--- config.mk ---
export PLATFORM = sky130hd
export DESIGN_NAME = fetch_ctrl
export DESIGN_NICKNAME = d
export VERILOG_FILES = /design/src/rtl/fetch_ctrl.sv
export SDC_FILE = /design/constraint.sdc
export NUM_CORES = 1
export LEC_CHECK = 0
export CELL_PAD_IN_SITES_DETAIL_PLACEMENT = 0
export CELL_PAD_IN_SITES_GLOBAL_PLACEMENT = 1
export CORE_MARGIN = 2
export CORE_UTILIZATION = 43
export CTS_CLUSTER_DIAMETER = 50
export CTS_CLUSTER_SIZE = 40
export DETAILED_ROUTE_END_ITERATION = 6
export PLACE_DENSITY_LB_ADDON = 0.15
export REMOVE_ABC_BUFFERS = 1
export SKIP_LAST_GASP = 1
export SYNTH_ARGS = -nofsm -noshare
export SYNTH_HDL_FRONTEND = slang
export SYNTH_SLANG_ARGS = --single-unit
--- constraint.sdc ---
create_clock -name clk -period 5.6 [get_ports clk]
set_input_delay 1.12 -clock clk [delete_from_list [all_inputs] [get_ports clk]]
set_output_delay 1.12 -clock clk [all_outputs]
set_load 0.01 [all_outputs]
--- src/rtl/fetch_ctrl.sv ---
// Instruction fetch controller: PC register, 1-entry output buffer and skid.
// Define FETCH_STAT_EN to add fetch/wait statistics counters.
module fetch_ctrl #(
    parameter logic [31:0] RESET_PC = 32'h0040_0000
) (
    input  logic        clk,
    input  logic        rstn,
    input  logic        stall_if,
    input  logic        jump_en,
    input  logic [31:0] jump_target,
    output logic        imem_req,
    output logic [31:0] imem_addr,
`ifdef FETCH_STAT_EN
    output logic [31:0] stat_fetch_cnt,
    output logic [31:0] stat_wait_cnt,
`endif
    input  logic        imem_ack,
    input  logic [31:0] imem_rdata,
    output logic        inst_valid_if,
    output logic [31:0] inst_if,
    output logic [31:0] pc_if,
    output logic [31:0] pc_add4_if
);

    localparam logic [31:0] NOP = 32'h0000_0013;

    typedef enum logic [1:0] {
        IDLE,
        REQ,
        SKID,
        DROP
    } state_t;

    state_t      state_q, state_d;
    logic [31:0] pc_q, pc_d;
    logic [31:0] drop_addr_q, drop_addr_d;
    logic        valid_q, valid_d;
    logic [31:0] inst_q, inst_d;
    logic [31:0] opc_q, opc_d;
    logic [31:0] skid_inst_q, skid_inst_d;
    logic [31:0] skid_pc_q, skid_pc_d;

    logic        consume;
    logic        free;
    logic [31:0] tgt;

    assign consume = valid_q & ~stall_if;
    assign free    = ~valid_q | consume;
    assign tgt     = {jump_target[31:2], 2'b00};

    assign imem_req      = (state_q == REQ) || (state_q == DROP);
    assign imem_addr     = (state_q == DROP) ? drop_addr_q : pc_q;
    assign inst_valid_if = valid_q;
    assign inst_if       = inst_q;
    assign pc_if         = opc_q;
    assign pc_add4_if    = opc_q + 32'd4;

    always_comb begin
        state_d     = state_q;
        pc_d        = pc_q;
        drop_addr_d = drop_addr_q;
        valid_d     = valid_q & ~consume;
        inst_d      = inst_q;
        opc_d       = opc_q;
        skid_inst_d = skid_inst_q;
        skid_pc_d   = skid_pc_q;
        unique case (state_q)
            IDLE: begin
                state_d = REQ;
                if (jump_en) begin
                    pc_d    = tgt;
                    valid_d = 1'b0;
                end
            end
            REQ: begin
                if (jump_en) begin
                    pc_d    = tgt;
                    valid_d = 1'b0;
                    if (!imem_ack) begin
                        // outstanding request must still complete
                        drop_addr_d = pc_q;
                        state_d     = DROP;
                    end
                end else if (imem_ack) begin
                    pc_d = pc_q + 32'd4;
                    if (free) begin
                        valid_d = 1'b1;
                        inst_d  = imem_rdata;
                        opc_d   = pc_q;
                    end else begin
                        skid_inst_d = imem_rdata;
                        skid_pc_d   = pc_q;
                        state_d     = SKID;
                    end
                end
            end
            SKID: begin
                if (jump_en) begin
                    pc_d    = tgt;
                    valid_d = 1'b0;
                    state_d = REQ;
                end else if (consume) begin
                    valid_d = 1'b1;
                    inst_d  = skid_inst_q;
                    opc_d   = skid_pc_q;
                    state_d = REQ;
                end
            end
            DROP: begin
                if (jump_en) begin
                    pc_d    = tgt;
                    valid_d = 1'b0;
                end
                if (imem_ack) begin
                    state_d = REQ;
                end
            end
            default: state_d = IDLE;
        endcase
    end

    always_ff @(posedge clk or negedge rstn) begin
        if (!rstn) begin
            state_q     <= IDLE;
            pc_q        <= RESET_PC;
            drop_addr_q <= RESET_PC;
            valid_q     <= 1'b0;
            inst_q      <= NOP;
            opc_q       <= RESET_PC;
            skid_inst_q <= NOP;
            skid_pc_q   <= RESET_PC;
        end else begin
            state_q     <= state_d;
            pc_q        <= pc_d;
            drop_addr_q <= drop_addr_d;
            valid_q     <= valid_d;
            inst_q      <= inst_d;
            opc_q       <= opc_d;
            skid_inst_q <= skid_inst_d;
            skid_pc_q   <= skid_pc_d;
        end
    end

`ifdef FETCH_STAT_EN
    logic [31:0] fcnt_q, fcnt_d;
    logic [31:0] wcnt_q, wcnt_d;

    always_comb begin
        fcnt_d = fcnt_q;
        wcnt_d = wcnt_q;
        if (consume && !jump_en) begin
            fcnt_d = fcnt_q + 32'd1;
        end
        if (imem_req && !imem_ack) begin
            wcnt_d = wcnt_q + 32'd1;
        end
    end

    always_ff @(posedge clk or negedge rstn) begin
        if (!rstn) begin
            fcnt_q <= 32'd0;
            wcnt_q <= 32'd0;
        end else begin
            fcnt_q <= fcnt_d;
            wcnt_q <= wcnt_d;
        end
    end

    assign stat_fetch_cnt = fcnt_q;
    assign stat_wait_cnt  = wcnt_q;
`endif

endmodule

==> reports/results.ini, run 1 <==
[cells_and_area]
fillCellCount=1881
diodes=0
post-route-util_pct=56.54
final_common_cell=clkdlybuf4s50_1
final_cell_mix=189 x clkdlybuf4s50_1, 177 x dfrtp_1, 118 x mux2_2, 105 x nand2_1, 86 x o21ai_0
drive_gt1_share_pct=18.96
nets=1063
area_growth_pct=29.13

[clocking]
cts_tree=yes
ctsHoldBuffers=0
clk_pin_slew_worst_paths_ns=0.08
clkLatencyLatePin_ns=0.44
cts_buffers=17
htree_num_levels=4
ctsResizeCount=0
post_cts_buffers=0
clockRootBuffer=clkbuf_16
clockBufferDepth=2
clkSinkCount=187

[sta]
hold_ws_ns=0.4793
finalSetupTns_ns=0
layout_min_cycle_time_ns=3.747
finalMaxSlewViolations=0
clock.fmax_mhz=266.9
post-route-period-util_pct=66.91
rsz0062_at_grt=false
slew_headroom_pct=31.42
hold_violations=0
skew_ns=0.01644
fin_ws_ns=1.853
tightest_slew_ns=1.026
finalSetupViolCount=0

[floorplan]
num_rows=53
dieArea_mm2=0.02252
ios=199
start_util_pct=43.78
core_area_mm2=0.02096
die_h_um=150.1
die_x_um=150.1

[synthesis]
synthCells=828
synth_flop_cell=dfrtp_1
synth_top_family_by_area=multiplexers
syn_area_mm2=0.009175
synthDistinctLibCells=50
synth-compound-area-share_pct=7.814
synth_edf_count=0
synth-xor-area-share_pct=3.818
yosys_warnings=0
avgSynthCellArea_um2=11.08
synthMuxAreaShare_pct=21.46
synthTopCellsByArea=dfrtp_1 48%, mux2_2 14%, mux2i_1 7.0%
async_flop_share_pct=100.0
ys_ff_latch=187
synth-adder-area-share_pct=0.6818
netlist.area_leader.share_pct=48.27
synth.largest_area_cell=dfrtp_1
ys_seq_area_share_pct=51.14
synthSimpleGateAreaFrac_pct=11.51

[critical_path]
critPathCaptureType=output pin
cp-endpoint=imem_addr[17]
crit_chain=ha_2 > mux2_2 > clkdlybuf4s50_1
reg2reg_depth=6
crit_fanout=34
path_buf_inv=1
crit_path_top_delay_cell=ha_2
cp.depth=3
crit_start=state_q[1]
reg2reg_to=drop_addr_q[18]
rr_startpoint=state_q[1]
arrival_ns=2.63
crit_family=adder cells
cp.required_ns=4.48
rrSetupSlack_ns=2.86
cp-start-kind=register
crit_type=register to output pin
max_stage_delay_ns=0.83

[pwr]
p_sw_share_pct=33.66
seqPwrFrac_pct=39.2
p_comb_share_pct=40.5
p_switching_uw=1992
p_int_uw=3925
p_leak_uw=0.004767
ir_worst_vdd_uv=265.9
p_clk_share_pct=20.3
p_per_area_mw_per_mm2=499.4

[global_route]
grt_max_degree=96
grt_pass1_wl_um=34640
antenna_found_initial=0
grt_usage_pct=19.76
grt.overflow.total=0
grt_pass1_vias=6258

[drt]
wl_per_cell_um=16.94
vias=6694
first_pass_iters=5
via_per_inst=5.242
drtIter0Drc=233
drc=0
postRouteAntennaNets=0
routed_wl_um=21630

[outcome]
outcome=finished, final reports clean

[place]
gp_congestion=0.7370
place_ws_ns=1.717
dpl.hpwl_um=14350
portBuffers=190

[hold_path]
hold_class=register to register

[run]
maxCapViolCount=0

-- worst register-to-register path, delay by kind of cell (launching register included) --
| family | cells | cell delay, ns |
|---|---|---|
| AND/OR/NAND/NOR | 2 | 0.91 |
| buffers and inverters | 2 | 0.58 |
| adder cells (fa/ha/maj) | 1 | 0.42 |
| flip-flops | 1 | 0.42 |
| multiplexers | 1 | 0.29 |
-- per-stage QoR --
step / power (uW) / instances / area [um^2]
after global placement: 4723 / 1245 / 11260
after CTS: 5984 / 1277 / 11850
after detailed placement: 4776 / 1245 / 11260
after global routing: 6309 / 1277 / 11850
after floorplan: 3501 / 769 / 8900
final: 5917 / 1277 / 11850
-- power groups by stage --
stage / registers [uW] / clock network, uW / logic, uW
5_1_grt: 2410 / 1290 / 2620
3_3_place_gp: 2320 / 0 / 2400
6_report: 2320 / 1200 / 2400
3_5_place_dp: 2350 / 0 / 2420
2_1_floorplan: 2350 / 0 / 1150
4_1_cts: 2320 / 1230 / 2430
-- layout make-up --
| type | count | area, um^2 | area share [%] |
|---|---|---|---|
| tap | 275 | 344.1 | 2.904 |
| multi-input combinational | 574 | 4208 | 35.52 |
| timing repair buffer | 201 | 1988 | 16.78 |
| sequential | 187 | 4692 | 39.60 |
| clock buffer | 18 | 439.2 | 3.707 |
| inverter | 8 | 30.03 | 0.2535 |
| clock inverter | 14 | 146.4 | 1.236 |
-- worst min-delay path by stage --
stage | startpoint | end | slack, ns | cells after the start
final | inst_if[1] | inst_if[1] | 0.48 | 2
after global routing | inst_if[18] | inst_if[18] | 0.50 | 2
after CTS | inst_if[1] | inst_if[1] | 0.48 | 2
after detailed placement | inst_if[10] | inst_if[10] | 0.47 | 2
after global placement | inst_if[27] | inst_if[27] | 0.46 | 2
after floorplan | drop_addr_q[10] | drop_addr_q[10] | 0.45 | 2
-- registers in the layout, indices dropped and copies added, names as in the netlist --
signal / cells
state_q: 2
inst_if: 32
skid_pc_q: 30
drop_addr_q: 30
inst_valid_if: 1
skid_inst_q: 32
pc_q: 30
pc_if: 30
-- logic make-up after synthesis --
family / after synthesis
adders and majority gates: 5
xor gates and xnor gates: 40
and+or+nand+nor: 215
DFF: 187
other: 1
muxes: 182
AOI/OAI and AO/OA: 126
buffers and inverters: 72
-- cell usage after synthesis (all sizes together) (8+ instances only) --
| cell type | count |
|---|---|
| mux2i | 64 |
| nor2 | 20 |
| xnor2 | 34 |
| dfstp | 10 |
| o31ai | 10 |
| buf | 32 |
| dfrtp | 177 |
| mux2 | 118 |
| or3 | 9 |
| inv | 8 |
| or4 | 11 |
| a31oi | 14 |
| nand3 | 21 |
| o21ai | 86 |
| clkbuf | 32 |
| nand4 | 16 |
| nand2 | 105 |
-- metal layers --
layer / up-vias / routed length, um / GRT usage, %
met5: - / 0 / 0
met4: 0 / 196 / 4.670
met3: 15 / 860 / 3.079
met2: 169 / 9976 / 30.94
met1: 3258 / 10600 / 28.89
li1: 3252 / - / -
No activity file was read; power rests on OpenSTA's default activity.
==> run 2: changes to the inputs <==
CORE_UTILIZATION = 40   (was 43)
clock period = 3.7 ns   (was 5.6 ns; I/O delays follow)
==> reports/results.ini, run 2 (synthesis results as in run 1) <==
[clocking]
ctsResizeCount=0
clkSinkCount=187
htree_num_levels=4
clkLatencyLatePin_ns=0.44
ctsHoldBuffers=0
clk_pin_slew_worst_paths_ns=0.07
cts_buffers=17
post_cts_buffers=0
cts_tree=yes
clockBufferDepth=2
clockRootBuffer=clkbuf_16

[cells_and_area]
regArea_mm2=0.004692
final_cell_mix=189 x clkdlybuf4s50_1, 177 x dfrtp_1, 118 x mux2_2, 105 x nand2_1, 86 x o21ai_0
post-route-util_pct=52.97
final_common_cell=clkdlybuf4s50_1
diodes=0
drive_gt1_share_pct=19.44
nets=1069
fillCellCount=2020
multi_input_area_mm2=0.004217
area_growth_pct=30.32

[critical_path]
rrSetupSlack_ns=1.03
cp.required_ns=2.96
reg2reg_to=pc_q[24]
cp-start-kind=register
critPathCaptureType=output pin
crit_type=register to output pin
arrival_ns=2.63
reg2reg_depth=6
crit_fanout=22
rr_startpoint=state_q[1]

[global_route]
grt.overflow.total=0
grt_usage_pct=18.61
grt_pass1_vias=6353
grt_max_degree=78
antenna_found_initial=0
grt_pass1_wl_um=35260

[sta]
finalMaxSlewViolations=0
post-route-period-util_pct=91.04
slew_headroom_pct=54.50
skew_ns=0.009168
finalSetupViolCount=0
clock.fmax_mhz=296.9
layout_min_cycle_time_ns=3.368
hold_violations=0
rsz0062_at_grt=false
tightest_slew_ns=0.6826
finalSetupTns_ns=0

[drt]
wl_per_cell_um=16.99
drtIter0Drc=301
vias=6697
first_pass_iters=4
via_per_inst=5.179
drc=0
routed_wl_um=21970
postRouteAntennaNets=0

[floorplan]
dieArea_mm2=0.02416
die_x_um=155.5
num_rows=55
ios=199
die_h_um=155.5
core_area_mm2=0.02257
start_util_pct=40.65

[pwr]
p_leak_uw=0.004825
p_per_area_mw_per_mm2=755.7
total_power_uw=9035
ir_worst_vdd_uv=369.7

[outcome]
outcome=finished, final reports clean

[place]
dpl.hpwl_um=14940
gp_congestion=0.7750
portBuffers=190

[run]
maxCapViolCount=0

[hold_path]
hold_class=input port to asynchronous set/reset pin

-- run 2: cell count changes in the layout (fill, tap and decap cells not counted) --
cell        delta
bufinv_16      +1
buf_12         +2
clkinv_8       -1
clkinvlp_4     -1
inv_6          -1
clkinv_4       +2
nor4_2         -1
clkbuf_8       +1
nor4_4         +1
buf_4          +4
inv_8          -1
-- run 2: how the worst max path moves through the flow --
stage / start / endpoint / depth (start not counted)
CTS: state_q[0] / imem_addr[30] / 4
global placement: imem_ack / pc_q[24] / 5
global route: pc_if[3] / pc_add4_if[24] / 7
detailed placement: imem_ack / pc_q[31] / 5
floorplan: state_q[1] / skid_inst_q[0] / 5
finish: state_q[0] / imem_addr[28] / 4
-- run 2: cell type report --
type / count / share of cell area [%]
flip-flops and latches: 187 / 39.24
repair buffers: 207 / 17.21
well taps: 285 / 2.982
multi-input cells: 574 / 35.27
clock inverters: 13 / 1.256
inverters: 8 / 0.2512
clock buffers: 19 / 3.788
-- run 2: metrics by stage --
step / hold WS [ns] / area [um^2] / instances / setup WS [ns]
detailed placement: 0.4694 / 11350 / 1261 / 0.6923
finish: 0.3277 / 11960 / 1293 / 0.3317
global placement: 0.4601 / 11350 / 1261 / 0.6986
global route: 0.3713 / 11960 / 1293 / 0.1021
CTS: 0.3393 / 11960 / 1293 / 0.3008
floorplan: 0.4444 / 8900 / 769 / -2.145
-- run 2: report_power, final --
group | switching [uW] | total, uW | internal [uW]
registers | 624 | 3510 | 2890
clock network | 869 | 1870 | 997
logic | 1510 | 3660 | 2140
-- run 2: critical path, cell delays in order, from the launching register on --
cell,delay [ns]
dfrtp_1,0.44
ha_2,0.63
buf_4,0.28
mux2_2,0.36
clkdlybuf4s50_1,0.48
-- run 2: per-layer routing --
layer  vias up  share of wire (%)  GRT usage [%]
li1       3267                  -              -
met1      3260                 49          26.52
met2       154                 46          29.27
met3        16                3.7          3.287
met4         0                1.0          5.199
met5         -                  0              0
==> run 3: changes to the inputs <==
CELL_PAD_IN_SITES_DETAIL_PLACEMENT = 1   (was 0)
==> reports/results.ini, run 3 (synthesis results as in run 1) <==
[clocking]
clockRootBuffer=clkbuf_16
clkSinkCount=187
clk_pin_slew_worst_paths_ns=0.08
cts_buffers=17
ctsResizeCount=0
post_cts_buffers=0
clockBufferDepth=2
clkLatencyLatePin_ns=0.43
ctsHoldBuffers=0
htree_num_levels=4
cts_tree=yes

[critical_path]
crit_type=register to output pin
arrival_ns=2.65
crit_fanout=22
rr_startpoint=state_q[1]
cp-start-kind=register
critPathCaptureType=output pin
cp.required_ns=2.96
crit_start=state_q[0]

[outcome]
outcome=finished, final reports clean

[hold_path]
hold_class=input port to asynchronous set/reset pin

[sta]
skew_ns=0.01481
tightest_slew_ns=0.6854
post-route-period-util_pct=91.54
finalSetupViolCount=0
hold_violations=0
slew_headroom_pct=54.31
finalSetupTns_ns=0
finalMaxSlewViolations=0
clock.fmax_mhz=295.3
layout_min_cycle_time_ns=3.387
rsz0062_at_grt=false

[floorplan]
ios=199
start_util_pct=40.65
die_x_um=155.5
core_area_mm2=0.02257
num_rows=55
dieArea_mm2=0.02416
die_h_um=155.5

[place]
dpl.hpwl_um=16510
gp_congestion=0.7750
portBuffers=190

[global_route]
grt_max_degree=78
antenna_found_initial=0
grt_pass1_vias=7282
grt_usage_pct=20.58
grt_pass1_wl_um=39370
grt.overflow.total=0

[drt]
routed_wl_um=24060
drtIter0Drc=295
wl_per_cell_um=18.61
drc=0
first_pass_iters=4
vias=6951
postRouteAntennaNets=0
via_per_inst=5.376

[cells_and_area]
final_cell_mix=189 x clkdlybuf4s50_1, 177 x dfrtp_1, 118 x mux2_2, 105 x nand2_1, 86 x o21ai_0
drive_gt1_share_pct=19.44
area_growth_pct=30.18
nets=1069
fillCellCount=2408
diodes=0
post-route-util_pct=52.92
final_common_cell=clkdlybuf4s50_1

[run]
maxCapViolCount=0

[pwr]
p_leak_uw=0.004815
ir_worst_vdd_uv=375.7
p_per_area_mw_per_mm2=760.1

[run 3: changes by cell type in the layout (fill, tap and decap cells not counted)]
cell | previous run | this run
clkbuf_8 | 3 | 4
clkinv_8 | 1 | 2
inv_8 | 3 | 2
bufinv_16 | 1 | 0
clkinvlp_4 | 0 | 1
clkinv_4 | 4 | 2
inv_6 | 4 | 5
[run 3: through the flow]
stage	setup slack, ns	cell area, um^2	power [uW]	hold WS [ns]	std cells
after floorplan	-2.145	8900	5299	0.4444	769
after detailed placement	0.6752	11350	7333	0.4696	1261
after global placement	0.6986	11350	7183	0.4601	1261
after CTS	0.2630	11940	9197	0.3465	1293
after global routing	0.08437	11940	9671	0.3635	1293
final	0.3131	11940	9079	0.3203	1293
[run 3: routing by layer]
layer	vias to the layer above	global-route usage, %	wire [um]
met5	-	0	0
met4	0	6.815	502
met3	29	3.872	948
met2	164	34.07	11460
met1	3495	27.31	11150
li1	3263	-	-
[run 3: power by group]
group / internal [uW] / switching (uW)
logic: 2150 / 1570
clock network: 950 / 878
registers: 2890 / 651
total: 5980 / 3090
[run 3: final timing paths]
check | cells past startpoint | slack, ns | to
max | 4 | 0.31 | imem_addr[30]
min | 1 | 0.32 | inst_if[14]
max reg2reg | 6 | 1.01 | pc_q[26]
min reg2reg | 2 | 0.48 | inst_if[1]
max in group asynchronous | 2 | 2.47 | skid_inst_q[1]
min in group clk | 2 | 0.48 | inst_if[1]
[run 3: layout make-up]
type                            count  area [um^2]  share of cell area [%]
Clock buffer                       20        466.7                   3.907
Inverter                            8        30.03                  0.2514
Multi-Input combinational cell    574         4217                   35.30
Clock inverter                     12        123.9                   1.037
Timing Repair Buffer              207         2058                   17.23
Sequential cell                   187         4692                   39.28
Tap cell                          285        356.6                   2.986
[run 3: worst max-delay path: stages, from the launching register on]
cell	delay, ns
dfrtp_1	0.43
ha_2	0.64
buf_4	0.29
mux2_2	0.37
clkdlybuf4s50_1	0.48
